$ cat src/rtl/mem_bridge.sv
// mem_bridge: single-outstanding CPU-to-RAM bridge with alignment check and ack timeout
module mem_bridge #(
  parameter int TIMEOUT = 16
) (
  input  logic        clk,
  input  logic        reset,
  input  logic        cpu_req_i,
  input  logic        cpu_we_i,
  input  logic [31:0] cpu_addr_i,
  input  logic [31:0] cpu_wdata_i,
  output logic [31:0] cpu_rdata_o,
  output logic        cpu_ready_o,
  output logic        cpu_err_o,
  output logic        ram_req_o,
  output logic        ram_we_o,
  output logic [31:0] ram_addr_o,
  output logic [31:0] ram_wdata_o,
  input  logic [31:0] ram_rdata_i,
  input  logic        ram_ack_i,
  output logic [15:0] txn_count_o
);
  localparam int W = $clog2(TIMEOUT);
  localparam logic [W-1:0] LAST = W'(TIMEOUT - 1);
  typedef enum logic [1:0] {IDLE, BUSY, DONE, ERR} state_t;
  state_t state, state_n;
  logic [W-1:0] wait_cnt;
  logic start;
  always_comb begin
    start = state == IDLE && cpu_req_i;
    state_n = state;
    case (state)
      IDLE: state_n = !cpu_req_i ? IDLE : (cpu_addr_i[1:0] != 2'b00) ? ERR : BUSY;
      BUSY: state_n = ram_ack_i ? DONE : (wait_cnt == LAST) ? ERR : BUSY;
      default: state_n = IDLE;
    endcase
  end
  // Every output is loaded from the next state so it is registered yet aligned with the state.
  always_ff @(posedge clk) begin
    if (!reset) begin
      state <= IDLE;
      wait_cnt <= '0;
      cpu_rdata_o <= '0;
      cpu_ready_o <= 1'b0;
      cpu_err_o <= 1'b0;
      ram_req_o <= 1'b0;
      ram_we_o <= 1'b0;
      ram_addr_o <= '0;
      ram_wdata_o <= '0;
      txn_count_o <= '0;
    end else begin
      state <= state_n;
      wait_cnt <= (state == BUSY && !ram_ack_i) ? wait_cnt + 1'b1 : '0;
      ram_req_o <= state_n == BUSY;
      ram_we_o <= state_n == BUSY && (start ? cpu_we_i : ram_we_o);
      cpu_ready_o <= state_n == DONE || state_n == ERR;
      cpu_err_o <= state_n == ERR;
      if (start) begin
        ram_addr_o <= {cpu_addr_i[31:2], 2'b00};
        ram_wdata_o <= cpu_wdata_i;
      end
      if (state == BUSY && ram_ack_i && !ram_we_o)
        cpu_rdata_o <= ram_rdata_i;
      if (state_n == DONE)
        txn_count_o <= txn_count_o + 16'd1;
    end
  end
endmodule

$ cat config.mk
export PLATFORM = sky130hd
export DESIGN_NAME = mem_bridge
export DESIGN_NICKNAME = d
export VERILOG_FILES = /design/src/rtl/mem_bridge.sv
export SDC_FILE = /design/constraint.sdc
export NUM_CORES = 1
export LEC_CHECK = 0
export BUFFER_PORTS_ARGS = -buffer_cell sky130_fd_sc_hd__buf_2
export CORE_MARGIN = 2
export CORE_UTILIZATION = 49
export DETAILED_ROUTE_END_ITERATION = 16
export PLACE_DENSITY = 0.88
export SYNTH_ARGS = -nofsm -noshare
export SYNTH_HDL_FRONTEND = slang
export SYNTH_SLANG_ARGS = --single-unit
$ cat constraint.sdc
create_clock -name clk -period 3.65 [get_ports clk]
set_input_delay 1.095 -clock clk [delete_from_list [all_inputs] [get_ports clk]]
set_output_delay 1.095 -clock clk [all_outputs]
set_load 0.02 [all_outputs]
### Word level (Yosys, flattened, before mapping)

Cells that the tools add are included.
Widths: inputs -> output; s select.

* bits in registers: 120

* add/sub/neg operators: 2
* equality and inequality tests: 5
* muxes and demuxes: 6
* reduce and logical (&&, ||, !) cells: 11

Operators by type and width (number)
* $add 16x1->16 const B: 1
* $mux 2: 4
* $logic_and 1x1->1: 5
* $add 4x1->4 const B: 1
* $eq 2x1->1 const B: 2
* $eq 2x2->1 const B: 2
* $eq 4x4->1 const B: 1
* $pmux 2 s2: 1
* $logic_not 1->1: 2
* $logic_not 2->1: 1
* $reduce_and 2->1: 1
* $reduce_bool 2->1: 1
* $logic_or 1x1->1: 1
* $mux 1: 1

### Logic depth before layout (Yosys ltp)

* depth after elaboration: 6
* gate-level depth with buffers: 7

### Worst setup path before layout

Ideal clock, no wire load.

* kind: input -> register
* start: in cpu_req_i
* end: reg txn_count_o[14]
* setup time: 70 ps
* data arrival time: 2133 ps
* data required time: 3580 ps
* path slack: 1446 ps
* stages: 5
* path through: or2b_4 -> nand4_2 -> buf_2 -> or4_1 -> a21oi_1

* word-level cells in the longest chain between the ends: 3

Ends and longest elaborated chain
* from (decl): RTL line 7 `input logic cpu_req_i,`
* $mux 2: RTL line 32 `IDLE: state_n = !cpu_req_i ? IDLE : (cpu_addr_i[1:0] != 2'b00) ? ERR : BUSY;`
* $pmux 2 s2: RTL line 31 `case (state)`
* $eq 2x2->1: RTL line 63 `if (state_n == DONE)`
* to (signal assigned): RTL line 64 `txn_count_o <= txn_count_o + 16'd1;`
* to (decl): RTL line 20 `output logic [15:0] txn_count_o`

No other way between the ends.
A chain may end at the register's enable or synchronous reset.

### Worst setup path in the final report

* start: in cpu_req_i
* end: reg ram_addr_o[7]

* word-level cells in the longest chain between the ends: 1

Ends and longest elaborated chain
* $logic_and 1x1->1: RTL line 29 `start = state == IDLE && cpu_req_i;`
* to (signal assigned): RTL line 58 `ram_addr_o <= {cpu_addr_i[31:2], 2'b00};`
* to (decl): RTL line 16 `output logic [31:0] ram_addr_o,`

No other way between the ends.

==> reports/metrics.cfg <==
[status]
status = complete, no violations

[cts]
cts_root_buffer = clkbuf_8
cts_hold_buf = 0
clkTransAtPathRegs_ps = 60
cts_sinks = 120
cts_made_buffers = 17
cts_buffer_depth = 2
post-cts-setup-buffer-count = 0
post_cts_resized = 0
cts_tree = yes
clkLatencyLatePin_ps = 480
htreeDepth = 4

[setup_path]
startpoint_type = input pin
cp-end-kind = flip-flop
cp.required_ps = 4060
worstPathArrival_ps = 2720
critPathKind = in2reg
worstPathMaxFanout = 62

[grt]
grt_pass1_wl_um = 18700
antenna_found_initial = 0
grt_pass1_vias = 4253
gr-total-overflow = 0
gr-usage-all-layers_pct = 23.4
grt_max_degree = 63

[cells_and_area]
layout_common_cells = buf_2 (214), nand2_1 (199), dfxtp_1 (120), a21oi_1 (104), clkbuf_16 (16)
fin_cells = 864
finalNetCount = 846
drive_above_1_share_pct = 34.0
layout_commonest_cell = buf_2
fin_util_pct = 69.2
nFillCells = 715
antenna_cells = 0
area_growth_pct = 37.4

[logic_synthesis]
synthCells = 543
syn_avg_cell_area_um2 = 8.08
synth_ff_type = dfxtp_1
ys_seq_area_share_pct = 54.7
synth_edf_count = 0
synth.cell_area_um2 = 4390
ys_ff_latch = 120
synthArstFlopShare_pct = 0
ys_types = 33
ys_warn_count = 0

[placed_design]
gp_congestion = 0.837
port-buffer-count = 214
dpl.hpwl_um = 8390
dpl.cell_count = 832

[timing]
fin_skew_ps = 7.06
tns_ps = 0
rsz0062_at_grt = no
hold_viol = 0
period_minus_slack_ps = 2310
fmax_mhz = 432
slew-limit-headroom_pct = 21.6
worstMarginPinSlew_ps = 1180
whs_ps = 451
period_share_pct = 63.3
setup_violations = 0
slew_violations = 0

[routing]
met3_length_um = 788
wl_per_cell_um = 13.5
dr_total_vias = 4426
wl_met1_um = 4530
routed_wl_um = 11700
drt-pass1-iter-count = 4
via_per_inst = 5.12
drc = 0
ant_nets = 0
drt_iter0_markers = 134
wl_met2_um = 6140
top_layer = met4

[floorplan]
die_h_um = 98.6
ioPinCount = 217
num_rows = 34
initial_core_util_pct = 50.3
die_w_um = 98.6
core-area_um2 = 8720
die_area_um2 = 9730

[power]
power_per_cell_area_nw_per_um2 = 550
p_leak_nw = 2.77
power_mw = 3.32
ir_drop_v = 0.000353

[flow_run]
max_cap_violations = 0

[worst_hold_path]
hold_class = reg2reg

critical path, stage by stage:
cell and delay (ps):
buf_2 100, or2b_4 240, nand2b_2 910, nand2_1 160, a21oi_1 200
routing by layer:
metal  track usage (%)  vias to the layer above
li1                  -                     2186
met1              24.9                     2036
met2              43.6                      180
met3              5.96                       24
met4              9.69                        0
met5                 0                        -
sequential cells by signal, indices dropped and copies added, names as in the netlist:
register / cells
cpu_ready_o: 1
ram_addr_o: 30
ram_req_o: 1
cpu_err_o: 1
ram_wdata_o: 32
txn_count_o: 16
ram_we_o: 1
cpu_rdata_o: 32
state: 2
wait_cnt: 4
path summary, 6_finish.rpt:
path	to	slack [ps]	start	cells past startpoint
max reg2reg	ram_addr_o[7]	1670	state[0]	4
min	ram_wdata_o[24]	450	ram_wdata_o[24]	2
max	ram_addr_o[7]	1340	cpu_req_i	5
min reg2reg	ram_wdata_o[24]	450	ram_wdata_o[24]	2
stage by stage:
step | instance area, um^2 | setup WS [ps]
after global placement | 5480 | 955
final | 6030 | 1340
after floorplan | 4390 | 1450
after global routing | 6030 | 1190
after detailed placement | 5480 | 846
after CTS | 6030 | 1360
synth_stat cells (all sizes together) (3+ instances only):
cell,instances,area [um^2]
nand2,199,747
buf,20,105
nor4,5,31.3
nor3,3,15.0
o31ai,7,52.6
inv,5,18.8
a21oi,104,521
mux2i,5,50.1
nor2,13,51.3
nand2b,5,31.3
xor2,3,26.3
nand4,3,25.0
or4,7,52.6
or3,3,18.8
dfxtp,120,2400
nand3,5,25.0
clkbuf,18,67.6
final cells by class:
class	count	area (um^2)	share of cell area (%)
multi-input cells	381	1810	30.0
flip-flops and latches	120	2400	39.8
clock buffers	19	422	6.99
clock inverters	13	131	2.18
well taps	108	135	2.24
repair buffers	218	1110	18.5
inverters	5	18.8	0.311
power by group:
group	switching [mW]	internal (mW)
combinational	0.244	0.134
clock	0.563	0.965
sequential	0.0349	1.38
total	0.842	2.48
cell families (layout without fill, tap and decap cells):
kind of cell | after synthesis | count (layout) | synth area share [%]
simple gates | 251 | 251 | 24.2
fa+ha+maj | 2 | 2 | 0.570
compound gates | 116 | 116 | 13.9
flops | 120 | 120 | 54.7
mux | 5 | 5 | 1.14
xor+xnor | 5 | 5 | 0.998
buf+inv | 43 | 255 | 4.36
other cells | 1 | 2 | 0.0855
(Power assumes the default switching activity.)
